==> config.mk <==
export PLATFORM = sky130hd
export DESIGN_NAME = queue_write_port
export DESIGN_NICKNAME = d
export VERILOG_FILES = /design/src/rtl/queue_write_port.sv
export SDC_FILE = /design/constraint.sdc
export NUM_CORES = 1
export LEC_CHECK = 0
export BUFFER_PORTS_ARGS = -buffer_cell sky130_fd_sc_hd__clkbuf_2
export CAP_MARGIN = 20
export CORE_AREA = 2 2 234 236
export CTS_CLUSTER_SIZE = 28
export DETAILED_ROUTE_END_ITERATION = 7
export DIE_AREA = 0 0 236 238
export SYNTH_ARGS = -nofsm -noshare
export SYNTH_HDL_FRONTEND = slang
export SYNTH_SLANG_ARGS = --single-unit
==> constraint.sdc <==
create_clock -name clk -period 3.76 [get_ports clk]
set_input_delay 0.752 -clock clk [delete_from_list [all_inputs] [get_ports clk]]
set_output_delay 0.752 -clock clk [all_outputs]
set_load 0.01 [all_outputs]
==> src/rtl/queue_write_port.sv <==
// Write side of the two-task operand queue: storage, per-task tail pointers and occupancy counts.
// Optional write-through forwarding to rd_data is enabled by defining QUEUE_WRITE_BYPASS_EN.
module queue_write_port #(
    parameter int DATA_W = 16,
    parameter int PTR_W  = 4
) (
    input  logic              clk,
    input  logic              rst_n,
    input  logic              in_valid,
    output logic              in_ready,
    input  logic              in_ts,
    input  logic [DATA_W-1:0] in_data,
    input  logic              q_dir,
    input  logic              flush,
    input  logic              flush_ts,
    input  logic [PTR_W-1:0]  flush_ptr,
    input  logic              rd_ts,
    input  logic [PTR_W-1:0]  rd_addr,
    input  logic              rd_pop,
    output logic [DATA_W-1:0] rd_data,
    output logic              rd_empty,
    output logic [PTR_W-1:0]  tail_ptr,
    output logic              full
);
    localparam int DEPTH = 2 ** PTR_W;
    localparam logic [PTR_W:0] FULL_CNT = {1'b1, {PTR_W{1'b0}}};

    logic [1:0][PTR_W:0]   count_w;
    logic [1:0][PTR_W-1:0] tail_w;
    logic [DATA_W-1:0]     mem_reg [2*DEPTH];
    logic [DATA_W-1:0]     mem_rd;
    logic                  push_fire;
    logic                  pop_fire;
    logic [PTR_W-1:0]      step;

    assign full      = (count_w[in_ts] == FULL_CNT);
    // A flush of the pushing task wins, so the producer is stalled for that cycle.
    assign in_ready  = ~full & ~(flush & (flush_ts == in_ts));
    assign push_fire = in_valid & in_ready;
    assign rd_empty  = (count_w[rd_ts] == '0);
    assign pop_fire  = rd_pop & ~rd_empty;
    assign tail_ptr  = tail_w[in_ts];
    assign step      = q_dir ? {PTR_W{1'b1}} : PTR_W'(1);

    generate
        for (genvar gi = 0; gi < 2; gi++) begin : g_task
            logic [PTR_W:0]   count_reg;
            logic [PTR_W:0]   count_next;
            logic [PTR_W-1:0] tail_reg;
            logic [PTR_W-1:0] tail_next;
            logic             push_i;
            logic             pop_i;
            logic             flush_i;

            assign push_i  = push_fire & (in_ts == 1'(gi));
            assign pop_i   = pop_fire & (rd_ts == 1'(gi));
            assign flush_i = flush & (flush_ts == 1'(gi));

            always_comb begin
                count_next = count_reg;
                tail_next  = tail_reg;
                if (flush_i) begin
                    count_next = '0;
                    tail_next  = flush_ptr;
                end else begin
                    if (push_i && !pop_i) begin
                        count_next = count_reg + 1'b1;
                    end else if (pop_i && !push_i) begin
                        count_next = count_reg - 1'b1;
                    end
                    if (push_i) begin
                        tail_next = tail_reg + step;
                    end
                end
            end

            always_ff @(posedge clk) begin
                if (!rst_n) begin
                    count_reg <= '0;
                    tail_reg  <= '0;
                end else begin
                    count_reg <= count_next;
                    tail_reg  <= tail_next;
                end
            end

            assign count_w[gi] = count_reg;
            assign tail_w[gi]  = tail_reg;
        end
    endgenerate

    // Storage is never reset; a push coinciding with reset is dropped.
    always_ff @(posedge clk) begin
        if (rst_n && push_fire) begin
            mem_reg[{in_ts, tail_w[in_ts]}] <= in_data;
        end
    end

    assign mem_rd = mem_reg[{rd_ts, rd_addr}];

`ifdef QUEUE_WRITE_BYPASS_EN
    assign rd_data = (push_fire && (in_ts == rd_ts) && (rd_addr == tail_w[in_ts])) ? in_data : mem_rd;
`else
    assign rd_data = mem_rd;
`endif

endmodule
==> impl_metrics.csv <==
group,metric,value,unit
outcome,status,"finished, final reports clean",
sta,final-hold-violation-count,0,
layout,fillerInstances,4563,
clock_tree,cts_hold_buf,0,
clock_tree,clk_pin_slew_worst_setup_hold_paths,0.06,ns
global_routing,first_pass_grt_wire_length,74.9,mm
logic_synthesis,netlist.top_cell.by_area,"edfxtp_1",
layout,post_layout_nonfiller_instances,2101,
worst_setup_path,required,3.01,ns
placement,post-dp-hpwl,32.9,mm
logic_synthesis,synth.net_count,1295,
logic_synthesis,synth.ff_latch_count,530,
logic_synthesis,synth_top_area_share,0.722,
worst_setup_path,cp_slowest_cell,"and4b_1",
worst_setup_path,setup_slack_on_the_worst_flop_to_flop_path,0.94,ns
worst_setup_path,crit_type,"in2out",
die,die_y,238,µm
clock_tree,tritoncts_clock_tree,"yes",
worst_setup_path,critical_path_peak_fanout,16,
die,boundaryPins,56,
power_and_ir_drop,power.leakage,8.62,nW
layout,antenna_cells,0,
clock_tree,post_cts_buffers,0,
sta,slew_headroom,0.357,
logic_synthesis,synth_ff_type,"edfxtp_1",
clock_tree,clockBufferDepth,3,
placement,gp_congestion,0.858,
sta,setup_viol,0,
route,routed_wl,50.8,mm
worst_hold_path,hold_end,"g_task[0].tail_reg[1]",
sta,tightestPinTransition,0.960,ns
worst_setup_path,reg2reg_from,"g_task[0].count_reg[0]",
sta,timing_max_transition_violations_final,0,
logic_synthesis,netlist_top_cells_area,"edfxtp_1, mux2i_1, a22oi_1",
layout,drive_gt1_frac,0.174,
route,routed_wire_length_per_instance,24.2,µm
route,detailed_route_drc_error_count,0,
global_routing,grt.overflow.total,0,
worst_setup_path,crit_end_category,"primary output",
layout,flip_flop_count_of_the_largest_register_after_layout,512,
worst_setup_path,critPathLaunchType,"primary input",
power_and_ir_drop,power,12.3,mW
sta,setup_repair_after_global_routing_missed_its_margin,"false",
clock_tree,root_buffer,"clkbuf_16",
die,die-area,0.0562,mm²
power_and_ir_drop,vdd.ir_drop.worst,0.356,mV
die,initial_cell_density_of_the_core,0.398,
route,drtAntennaViolNets,0,
worst_setup_path,crit_path_frequent_cell,"clkbuf_2",
worst_setup_path,critical-path-max-stage-delay,0.71,ns
layout,footprint_of_the_multi_input_gates,0.00540,mm²
sta,final_worst_path_cycle_share,0.908,
global_routing,number_of_global_route_vias_before_repair,11700,
logic_synthesis,yosysSeqAreaShare,0.738,
global_routing,grt_antenna_before_repair,5,
clock_tree,cts.htree.levels,2,
logic_synthesis,yosysMostFrequentCell,"edfxtp_1",
worst_setup_path,r2r_cells,9,
route,drt_first_iter_violations,899,
logic_synthesis,synth_commonest_cells,"edfxtp_1, mux2i_1, a22oi_1",
die,fp.dieW,236,µm
layout,postLayoutCoreUtil,0.460,
worst_setup_path,path_delay_family,"simple AND/OR/NAND/NOR gates",
worst_hold_path,hold-path-cell-count,3,
route,vias_per_cell,5.49,
worst_setup_path,worst_r2r_endpoint,"g_task[0].count_reg[4]",
sta,fin_crit,3.42,ns
sta,post_route_skew,0.0176,ns
route,num_vias,11500,
layout,nets_finish,1414,
die,floorplan.core_area,0.0535,mm²
worst_setup_path,worst-path-buf-inv,3,
clock_tree,numCtsBuffers,54,
logic_synthesis,synthesis.yosys.warnings,0,
clock_tree,worstSkewPairLatency,0.61,ns
logic_synthesis,yosys.cell_types.count,52,
logic_synthesis,netlist_area,0.0213,mm²
power_and_ir_drop,pwr_density_cell,500,mW/mm²
logic_synthesis,synthCells,1246,
worst_setup_path,timing.critical_path.arrival,2.66,ns
route,firstDrtPassIters,5,
job,maxCapViolations,0,
worst_hold_path,hold_path.startpoint,"flush_ptr[1]",
clock_tree,clkSinkCount,530,
logic_synthesis,synth_edf_count,512,
global_routing,gr-usage-all-layers,0.180,
global_routing,grt_max_degree,45,
die,placement_rows,85,
logic_synthesis,asyncSetResetFlopFracSynth,0,
worst_hold_path,holdCritPathClass,"in2reg",
placement,placement.io_buffers,55,
worst_setup_path,path_cells,"clkbuf_2 -> buf_4 -> and4b_1 -> a22oi_1 -> nand4_1 -> nor2_1 -> clkbuf_2",
clock_tree,cts_repair_resize_count,0,
sta,clock.fmax,293,MHz
placement,placed_cells,2004,
logic_synthesis,avgSynthCellArea,17.1,µm²
layout,layout_stage_area_growth_over_the_synthesis_result,15.5,%
sta,tns,0,ns
layout,ff_latch_area,0.0157,mm²
## cell type report
| type | count | area share |
|---|---|---|
| clock buffer | 66 | 0.0576 |
| clock inverter | 30 | 0.00727 |
| multi-input combinational | 635 | 0.219 |
| timing repair buffer | 133 | 0.0395 |
| tap | 696 | 0.0354 |
| sequential | 530 | 0.639 |
| inverter | 11 | 0.00168 |
## logic make-up after synthesis
| group | Yosys count | synth area share |
|---|---|---|
| DFF | 530 | 0.738 |
| muxes | 266 | 0.125 |
| and+or+nand+nor | 176 | 0.0457 |
| AOI/OAI and AO/OA | 167 | 0.0591 |
| buffers and inverters | 81 | 0.0167 |
| adders and majority gates | 16 | 0.0108 |
| xor gates and xnor gates | 10 | 0.00411 |
## cells in the final DEF (no fill, tap or decap), types with 6 or more instances in the layout
| cell | netlist | routed |
|---|---|---|
| clkinv_2 | 0 | 9 |
| ha_1 | 12 | 12 |
| nor4bb_4 | 0 | 6 |
| dfxtp_1 | 18 | 18 |
| inv_1 | 10 | 10 |
| nor3_2 | 0 | 6 |
| a21oi_1 | 13 | 13 |
| edfxtp_1 | 512 | 512 |
| mux2i_1 | 263 | 263 |
| buf_12 | 0 | 8 |
| nand3_1 | 9 | 9 |
| clkinv_1 | 1 | 17 |
| nand2_1 | 25 | 25 |
| clkbuf_2 | 1 | 54 |
| buf_4 | 2 | 70 |
| nor2_2 | 0 | 11 |
| nor2_1 | 58 | 47 |
| clkbuf_1 | 31 | 11 |
| a22oi_1 | 129 | 129 |
| nand4_1 | 36 | 36 |
| clkbuf_16 | 0 | 55 |
| xnor2_1 | 6 | 6 |
## metal layers
| layer | up-vias | share of wire | track usage |
|---|---|---|---|
| li1 | 5229 | - | - |
| met1 | 5882 | 0.45 | 0.245 |
| met2 | 329 | 0.47 | 0.290 |
| met3 | 89 | 0.052 | 0.0319 |
| met4 | 8 | 0.030 | 0.0674 |
| met5 | - | 0.00090 | 0 |
## worst reg2reg max path: stages, from the launching register on
cell and delay [ns]:
dfxtp_1 0.44, nor4_2 0.13, a2111oi_4 0.57, ha_1 0.27
inv_1 0.11, fa_1 0.42, a21o_1 0.18, a21oi_1 0.18
mux2i_1 0.25, mux2i_1 0.19
## power breakdown
group | total, mW | internal [mW] | switching (mW)
sequential | 6.56 | 6.52 | 0.0415
combinational | 0.853 | 0.317 | 0.536
clock | 4.89 | 2.73 | 2.16
## through the flow
step / hold WS, ns / worst slack (ns) / instance area, µm²
6_report: 0.452 / 0.344 / 24600
5_1_grt: 0.432 / 0.247 / 24600
4_1_cts: 0.413 / 0.352 / 24600
3_5_place_dp: 0.515 / 0.370 / 23000
3_3_place_gp: 0.508 / 0.388 / 23000
2_1_floorplan: 0.485 / 0.214 / 21300
## how the worst max path moves through the flow
stage / start / to / slack [ns] / depth (start not counted)
after floorplan: flush / mem_reg[12][0] / 0.21 / 4
after global placement: rd_addr[1] / rd_data[8] / 0.39 / 7
after detailed placement: rd_addr[1] / rd_data[8] / 0.37 / 7
after CTS: g_task[0].count_reg[0] / in_ready / 0.35 / 5
after global routing: g_task[0].count_reg[0] / in_ready / 0.25 / 5
final: rd_addr[1] / rd_data[11] / 0.34 / 7
Power figures use the tool's default switching activity.
